`config.mk`:
```
export PLATFORM = sky130hd
export DESIGN_NAME = jt7759_rom_buf_flat
export DESIGN_NICKNAME = d
export VERILOG_FILES = /design/src/rtl/jt7759_rom_buf_if.sv /design/src/rtl/jt7759_rom_buf.sv /design/src/flat_wrapper.sv
export SDC_FILE = /design/constraint.sdc
export NUM_CORES = 1
export LEC_CHECK = 0
export CAP_MARGIN = 20
export CORE_AREA = 2 2 92 161
export CTS_CLUSTER_SIZE = 10
export DETAILED_ROUTE_END_ITERATION = 7
export DIE_AREA = 0 0 94 163
export GPL_ROUTABILITY_DRIVEN = 0
export GPL_TIMING_DRIVEN = 0
export PLACE_DENSITY = 0.62
export SLEW_MARGIN = 0
export SYNTH_ARGS = -nofsm -noshare
export SYNTH_HDL_FRONTEND = slang
export SYNTH_SLANG_ARGS = --single-unit
```
`constraint.sdc`:
```
create_clock -name clk -period 3.53 [get_ports clk]
set_input_delay 0.8825 -clock clk [delete_from_list [all_inputs] [get_ports clk]]
set_output_delay 0.8825 -clock clk [all_outputs]
set_load 0.01 [all_outputs]
```
`src/rtl/jt7759_rom_buf_if.sv`:
```
// rtl/jt7759_rom_buf_if.sv - controller byte port and memory word port of the JT7759 ROM buffer
interface jt7759_rom_buf_if;
  logic        rom_cs;
  logic [16:0] rom_addr;
  logic [7:0]  rom_data;
  logic        rom_ok;
  logic        mem_cs;
  logic [15:0] mem_addr;
  logic [15:0] mem_data;
  logic        mem_ok;

  modport slave (
    input  rom_cs, rom_addr, mem_data, mem_ok,
    output rom_data, rom_ok, mem_cs, mem_addr
  );

  modport master (
    output rom_cs, rom_addr, mem_data, mem_ok,
    input  rom_data, rom_ok, mem_cs, mem_addr
  );
endinterface

```
`src/rtl/jt7759_rom_buf.sv`:
```
// rtl/jt7759_rom_buf.sv - two-line word cache with sequential prefetch for the JT7759 ROM port
module jt7759_rom_buf (
  input  logic            clk,
  input  logic            rst_n,
  input  logic            flush,
  jt7759_rom_buf_if.slave bus
);
  typedef enum logic [1:0] {ST_IDLE, ST_FETCH, ST_PREFETCH} state_t;

  state_t      state_q;
  logic [1:0]  valid_q;
  logic [15:0] tag_q  [2];
  logic [15:0] data_q [2];
  logic        lru_q;
  logic        vic_q;
  logic        flushed_q;
  logic [7:0]  rom_data_q;
  logic        rom_ok_q;
  logic        mem_cs_q;
  logic [15:0] mem_addr_q;

  logic [15:0] wa;
  logic [15:0] nwa;
  logic [1:0]  live;
  logic [1:0]  hit_vec;
  logic [1:0]  next_vec;
  logic        hit;
  logic        hit_line;
  logic        next_cached;
  logic        fill_keep;
  logic [15:0] hit_word;
  logic [7:0]  rom_data_d;
  logic        lru_d;

  assign wa  = bus.rom_addr[16:1];
  assign nwa = wa + 16'd1;

  always_comb begin
    // a flush hides both lines already in the cycle it is raised
    live = valid_q & ~{2{flush}};
    hit_vec  = 2'b00;
    next_vec = 2'b00;
    for (int i = 0; i < 2; i++) begin
      hit_vec[i]  = live[i] && (tag_q[i] == wa);
      next_vec[i] = live[i] && (tag_q[i] == nwa);
    end
    hit         = |hit_vec;
    hit_line    = ~hit_vec[0];
    next_cached = |next_vec;
    hit_word    = data_q[hit_line];
    rom_data_d  = bus.rom_addr[0] ? hit_word[15:8] : hit_word[7:0];
    lru_d       = (bus.rom_cs && hit) ? ~hit_line : lru_q;
    fill_keep   = bus.mem_ok && !flush && !flushed_q;
  end

  assign bus.rom_data = rom_data_q;
  assign bus.rom_ok   = rom_ok_q;
  assign bus.mem_cs   = mem_cs_q;
  assign bus.mem_addr = mem_addr_q;

  always_ff @(posedge clk or negedge rst_n) begin
    if (!rst_n) begin
      state_q    <= ST_IDLE;
      valid_q    <= 2'b00;
      tag_q[0]   <= '0;
      tag_q[1]   <= '0;
      data_q[0]  <= '0;
      data_q[1]  <= '0;
      lru_q      <= 1'b0;
      vic_q      <= 1'b0;
      flushed_q  <= 1'b0;
      rom_data_q <= '0;
      rom_ok_q   <= 1'b0;
      mem_cs_q   <= 1'b0;
      mem_addr_q <= '0;
    end else begin
      rom_ok_q <= bus.rom_cs & hit;
      if (hit) rom_data_q <= rom_data_d;
      lru_q <= lru_d;
      if (flush) valid_q <= 2'b00;
      case (state_q)
        ST_IDLE: begin
          if (bus.rom_cs && (!hit || !next_cached)) begin
            mem_cs_q  <= 1'b1;
            flushed_q <= 1'b0;
            if (!hit) begin
              state_q    <= ST_FETCH;
              mem_addr_q <= wa;
              vic_q      <= lru_q;
            end else begin
              // never evict the line the controller is reading from
              state_q    <= ST_PREFETCH;
              mem_addr_q <= nwa;
              vic_q      <= ~hit_line;
            end
          end
        end
        default: begin
          if (flush) flushed_q <= 1'b1;
          if (bus.mem_ok) begin
            state_q  <= ST_IDLE;
            mem_cs_q <= 1'b0;
            if (fill_keep) begin
              valid_q[vic_q] <= 1'b1;
              tag_q[vic_q]   <= mem_addr_q;
              data_q[vic_q]  <= bus.mem_data;
              if (state_q == ST_FETCH) lru_q <= ~vic_q;
            end
          end
        end
      endcase
    end
  end
endmodule

```
`src/flat_wrapper.sv`:
```
// flat-port wrapper written by rule: the top's interface ports become plain ports
module jt7759_rom_buf_flat 
  (clk, rst_n, flush, bus_rom_cs, bus_rom_addr, bus_mem_data, bus_mem_ok, bus_rom_data, bus_rom_ok, bus_mem_cs, bus_mem_addr);
  jt7759_rom_buf_if bus_i ();
  input  logic clk;
  input  logic rst_n;
  input  logic flush;
  input wire logic [$bits(bus_i.rom_cs)-1:0] bus_rom_cs;
  input wire logic [$bits(bus_i.rom_addr)-1:0] bus_rom_addr;
  input wire logic [$bits(bus_i.mem_data)-1:0] bus_mem_data;
  input wire logic [$bits(bus_i.mem_ok)-1:0] bus_mem_ok;
  output wire logic [$bits(bus_i.rom_data)-1:0] bus_rom_data;
  output wire logic [$bits(bus_i.rom_ok)-1:0] bus_rom_ok;
  output wire logic [$bits(bus_i.mem_cs)-1:0] bus_mem_cs;
  output wire logic [$bits(bus_i.mem_addr)-1:0] bus_mem_addr;
  assign bus_i.rom_cs = bus_rom_cs;
  assign bus_i.rom_addr = bus_rom_addr;
  assign bus_i.mem_data = bus_mem_data;
  assign bus_i.mem_ok = bus_mem_ok;
  assign bus_rom_data = bus_i.rom_data;
  assign bus_rom_ok = bus_i.rom_ok;
  assign bus_mem_cs = bus_i.mem_cs;
  assign bus_mem_addr = bus_i.mem_addr;
  jt7759_rom_buf u_core (.clk(clk), .rst_n(rst_n), .flush(flush), .bus(bus_i));
endmodule
```
Word level (Yosys, flattened, before mapping)
Index checks and enable logic that the tools add are counted.
{"block": "totals", "ff_bits": 97, "output_inout_bits": 26, "wordCells": 89}
{"block": "classes", "n_addsub": 1, "magnitude_cmp": 5, "eq_ne": 6, "muxes": 31, "bitwise": 9, "reduce_logical": 24}
{"op": "$mux W16", "n": 5}
{"op": "$bwmux W32", "n": 2}
{"op": "$eq A16 B16 Y1", "n": 4}
{"op": "$add A16 B1 Y16 const B", "n": 1}
{"op": "$demux W16 S1", "n": 1}
{"op": "$mux W2", "n": 8}
{"op": "$mux W1", "n": 13}
{"op": "$logic_and A1 B1 Y1", "n": 10}
{"op": "$mux W8", "n": 1}
{"op": "$reduce_and A2 Y1", "n": 3}
{"op": "$ge A2 B2 Y1 const B", "n": 2}
{"op": "$logic_not A1 Y1", "n": 4}
{"op": "$not A1 Y2", "n": 2}
{"op": "$reduce_bool A2 Y1", "n": 2}
{"op": "$reduce_or A2 Y1", "n": 2}
{"op": "$not A1 Y1", "n": 3}
{"op": "$reduce_and A3 Y1", "n": 1}
{"op": "$and A2 B2 Y2", "n": 1}
{"op": "$eq A2 B1 Y1 const B", "n": 1}
{"op": "$logic_not A2 Y1", "n": 1}
{"op": "$lt A1 B2 Y1 const B", "n": 1}
{"op": "$lt A2 B1 Y1 const B", "n": 1}
{"op": "$ne A2 B1 Y1 const B", "n": 1}
{"op": "$not A2 Y2", "n": 1}
{"op": "5 further kinds", "n": 5}

Longest topological paths before layout
{"block": "depth", "word_depth": 10, "depth_mapped": 12, "ltp_nobuf": 9}

Least setup slack after synthesis
No wires, ideal clock.
{"block": "synth_path", "path_type": "in2reg", "startpoint": "input port bus_rom_addr[1]", "endpoint": "register u_core.mem_addr_q[10], in the netlist u_core.bus.mem_addr[10]", "setup_time_ns": 0.125, "arrival_ns": 3.376, "t_required_ns": 3.405, "setup_slack_ns": 0.029, "path_stages": 12, "cell_sequence": "ha_1 buf_2 and4_1 clkbuf_1 a31oi_1 a2111oi_4 o2111ai_1 or4_4 o41ai_4 a21oi_4 buf_6 mux2_4"}
{"block": "synth_between", "elab_chain_cells": 8, "elab_cells_between_ends": 17}
{"item": "start: declaration", "line_no": "flat_wrapper.sv:9", "text": "input wire logic [$bits(bus_i.rom_addr)-1:0] bus_rom_addr;"}
{"item": "$add A16 B1 Y16", "line_no": "jt7759_rom_buf.sv:36", "text": "assign nwa = wa + 16'd1;"}
{"item": "$eq A16 B16 Y1", "line_no": "jt7759_rom_buf.sv:45", "text": "next_vec[i] = live[i] && (tag_q[i] == nwa);"}
{"item": "$logic_and A1 B1 Y1", "line_no": "jt7759_rom_buf.sv:45"}
{"item": "$reduce_or A2 Y1", "line_no": "jt7759_rom_buf.sv:49", "text": "next_cached = |next_vec;"}
{"item": "$logic_not A1 Y1", "line_no": "jt7759_rom_buf.sv:83", "text": "if (bus.rom_cs && (!hit || !next_cached)) begin"}
{"item": "$logic_or A1 B1 Y1", "line_no": "jt7759_rom_buf.sv:83"}
{"item": "$logic_and A1 B1 Y1", "line_no": "jt7759_rom_buf.sv:83"}
{"item": "$reduce_and A2 Y1 (no line)"}
{"item": "end signal: assignment", "line_no": "jt7759_rom_buf.sv:88", "text": "mem_addr_q <= wa;"}
{"item": "end signal: assignment", "line_no": "jt7759_rom_buf.sv:93", "text": "mem_addr_q <= nwa;"}
{"item": "end: declaration", "line_no": "jt7759_rom_buf.sv:20", "text": "logic [15:0] mem_addr_q;"}
Parallel ways exist; a longest one is shown, timed or not.
A chain may end at the register's enable or synchronous reset.

Final worst setup path
{"block": "layout_path", "startpoint": "input port bus_rom_addr[3]", "endpoint": "register u_core.mem_addr_q[11], in the netlist u_core.bus.mem_addr[11]"}
The elaborated chain is that of the path after synthesis.

==> results.md <==
* Number of synthesized flops with an enable pin at 0
* Crit Path Category: in2reg
* Residual DRC at 0
* Via count of the first global-routing pass at 4485
* Hold violation count in the final report at 0
* Final worst hold slack at 0.422 ns
* Final cell count without fillers at 754
* Overall via count from detail_route at 4229
* Maximum count of clock buffers along a single path at 2
* Total net switching power at 1490 uW
* Top-level port count at 64
* Worst path buffer plus inverter count at 4
* WP data arrival at 3.74 ns
* Total clock buffers created by CTS at 9
* Run status: finished, final reports clean
* Worst EP required at 3.76 ns
* Antenna diode count at 0
* Slowest Stage Delay on Critical Path at 0.57 ns
* Most frequently used flop master after synthesis: dfrtp_1
* Syn avg cell area at 11.2 um^2
* Post-route cell area at 6840 um^2
* Delay-heaviest family, CP: simple AND/OR/NAND/NOR gates
* Detail Route Antenna Nets at 0
* Clock net sink count at 97
* Routed via count divided by cell count at 5.61
* Count of distinct cell types in the synthesized netlist at 61
* Power per Cell Area at 633 nW/um^2
* H-tree depth at 3
* Internal power of the cells at 2840 uW
* Global-route usage over all layers at 0.205
* Cell count after placement at 723
* Pleak at 0.00284 uW
* Combinational share of power at 0.350
* Sequential share of the synthesized area at 0.441
* Peak fanout along the critical path at 10
* VDD IR-drop max at 0.336 mV
* Startpoint class of the critical path: primary input
* Min Clock Period, post-route at 3.51 ns
* Sw Share at 0.345
* Syn_nets at 530
* Final Routed Wirelength at 15.0 mm
* Footprint of the flip-flops and latches at 2430 um^2
* Number of synthesized register bits at 97
* Final Cycle Share at 0.994
* Cell mode on critical path: buf_4
* Final count of pins violating max slew at 0
* CTS Hold Buffers Added at 0
* Post-synth design cell area at 5510 um^2
* Maximum number of pins on one net before global-route repair at 76
* Maximum Capacitance Violations at 0
* Die Wd at 94 um
* Number of warning messages in the yosys log at 0
* Number of iterations in the first detailed-routing pass at 4
* Die area at 15300 um^2
* Starting DRT DRC Count at 275
* # fillers at 1304
* Worst hold-check path type: in2async
* Number of antenna violations at the first check in global routing at 0
* # port buffers at 51
* Pin slew with the least headroom to its limit at 0.878 ns
* Gr ovfl total at 0
* Setup Skew at 0.00850 ns
* Standard cell with the maximum stage delay on the critical path: or4_4
* Clock latency of the later-clocked register in the worst-skew pair at 0.35 ns
* Setup TNS after final layout at 0 ns
* Clock tree from TritonCTS: done
* Cells traversed along the worst timing path: clkdlybuf4s15_2 > nand3_2 > buf_4 > or2_4 > a2111oi_4 > o2111ai_2 > or4_4 > o41ai_4 > buf_4 > a21oi_4 > buf_12 > mux2_4
* Initial core utilization at 0.389
* Footprint of the multi-input gates at 3000 um^2
* Layout cells sized above 1 at 0.286
* Relative max-transition margin at 0.413
* CTS root buffer: clkbuf_16
* Clock Pin Slew Worst Setup and Hold Paths at 0.07 ns
* CORE AREA at 14200 um^2
* Net count of the finished layout at 608
* Kind of end point of the critical path: flip-flop
* Num rows at 58
* Area growth from synthesis to layout at 24.1%
* Maximum clock frequency at 285 MHz
* Routed wire length per instance at 20.0 um
* Placement-stage cell area at 6270 um^2
* Estimated wirelength of the detail-placed design at 11.2 mm
* Setup violation total in the final timing report at 0
* Portion of total power attributed to sequential cells at 0.424
* Vert. Die Dim at 163 um
* Proportion of synthesized flip-flops having asynchronous set or reset at 1.00
* Wire length of the first global-routing pass at 23.9 mm
* Synthesized instance count at 491
* Clk network pwr share at 0.227
[power by group through the flow]
stage / clock [uW] / combinational [uW] / sequential [uW]
2_1_floorplan: 0 / 1030 / 1770
3_3_place_gp: 0 / 1420 / 1820
3_5_place_dp: 0 / 1450 / 1850
4_1_cts: 1000 / 1490 / 1830
5_1_grt: 1050 / 1630 / 1890
6_report: 981 / 1510 / 1830
[stage by stage]
stage	total power [uW]	util	setup WS, ns
floorplan	2800	-	0.0289
global placement	3240	0.441	-1.85
detailed placement	3300	0.443	-1.18
CTS	4330	0.478	0.0400
global route	4570	0.483	-0.0451
finish	4330	0.483	0.0210
[what timing repair did]
item                       4_1_cts  5_1_grt
pin swaps                        8        5
cloned                           1        0
setup endpoints to repair       27       24
buffers inserted                11        4
gates resized for setup         41        9
[cell usage after synthesis, types with 10 or more instances]
| master | count | share of area |
|---|---|---|
| nor4_1 | 11 | 0.012 |
| buf_2 | 12 | 0.011 |
| mux2_2 | 71 | 0.15 |
| nor3_1 | 10 | 0.0091 |
| nor2_1 | 17 | 0.012 |
| xnor2_1 | 31 | 0.049 |
| nand4_1 | 11 | 0.012 |
| xor2_1 | 33 | 0.052 |
| dfrtp_1 | 97 | 0.44 |
| clkbuf_1 | 10 | 0.0068 |
| nand2_1 | 58 | 0.040 |
[layout make-up]
cell class / count / share of cell area
clock buffer: 10 / 0.0349
multi-input combinational: 356 / 0.439
sequential: 97 / 0.355
inverter: 8 / 0.00439
clock inverter: 6 / 0.00896
tap: 180 / 0.0329
timing repair buffer: 68 / 0.0990
buffer: 29 / 0.0263
[path summary, 6_finish.rpt]
check	startpoint	end	slack, ns	cells after the start
setup / recovery	bus_rom_addr[3]	u_core.bus.mem_addr[11]	0.02	12
max in group asynchronous	rst_n	u_core.tag_q[7]	2.44	2
setup reg to reg	u_core.tag_q[18]	u_core.bus.mem_addr[11]	0.45	10
hold reg to reg	u_core.bus.rom_data[7]	u_core.bus.rom_data[7]	0.47	2
min in group clk	u_core.bus.rom_data[7]	u_core.bus.rom_data[7]	0.47	2
hold / removal	rst_n	u_core.data_q[4]	0.42	1
[layout by cell type (no fill, tap or decap), types with 3 or more instances in the layout]
master	synthesis	final
nand2b_1	8	7
nand2_1	58	58
buf_2	12	7
nand3_1	7	6
mux4_2	8	8
clkbuf_1	10	8
buf_1	4	4
buf_6	2	6
nor3_1	10	9
xnor2_1	31	31
nand4_1	11	11
nor4_4	0	3
and3_1	5	5
a21oi_1	5	5
clkdlybuf4s50_1	0	45
o21ai_0	6	6
mux2_2	71	71
mux2_4	8	8
mux2i_1	3	3
dfrtp_1	97	97
nor4_1	11	7
o211ai_1	3	3
a211oi_1	4	4
inv_1	8	8
xor2_1	33	32
clkbuf_16	0	9
nor2b_1	7	7
or4_1	4	4
buf_4	2	20
a31oi_1	3	3
nor2_1	17	16
[logic make-up (layout without fill, tap and decap cells)]
| logic type | after synthesis | after routing | synth area share |
|---|---|---|---|
| AO/OA/AOI/OAI | 45 | 45 | 0.0697 |
| XOR/XNOR | 64 | 64 | 0.102 |
| adder cells (fa/ha/maj) | 1 | 1 | 0.00227 |
| buffers and inverters | 38 | 121 | 0.0327 |
| flip-flops | 97 | 97 | 0.441 |
| multiplexers | 90 | 90 | 0.205 |
| AND/OR/NAND/NOR | 156 | 156 | 0.148 |
[worst reg2reg max path, stage by stage (launching register included)]
cell and delay, ns:
dfrtp_1 0.47, nand4b_1 0.24, a221o_1 0.35, nor4b_2 0.36, o2111ai_1 0.18, or4_4 0.52
o41ai_4 0.07, buf_4 0.20, a21oi_4 0.11, buf_12 0.18, mux2_4 0.31
[metal layers]
layer,GRT usage,share of wire,vias to the layer above
li1,-,-,1908
met1,0.217,0.36,2106
met2,0.372,0.54,152
met3,0.0375,0.041,63
met4,0.119,0.057,0
met5,0,0,-
[state kept, by name, indices dropped and copies added (netlist names)]
name,cells
u_core.data_q,32
u_core.vic_q,1
u_core.bus.rom_data,8
u_core.state_q,2
u_core.tag_q,32
u_core.bus.rom_ok,1
u_core.flushed_q,1
u_core.bus.mem_addr,16
u_core.valid_q,2
u_core.lru_q,1
u_core.bus.mem_cs,1
No activity file was read; power rests on OpenSTA's default activity.
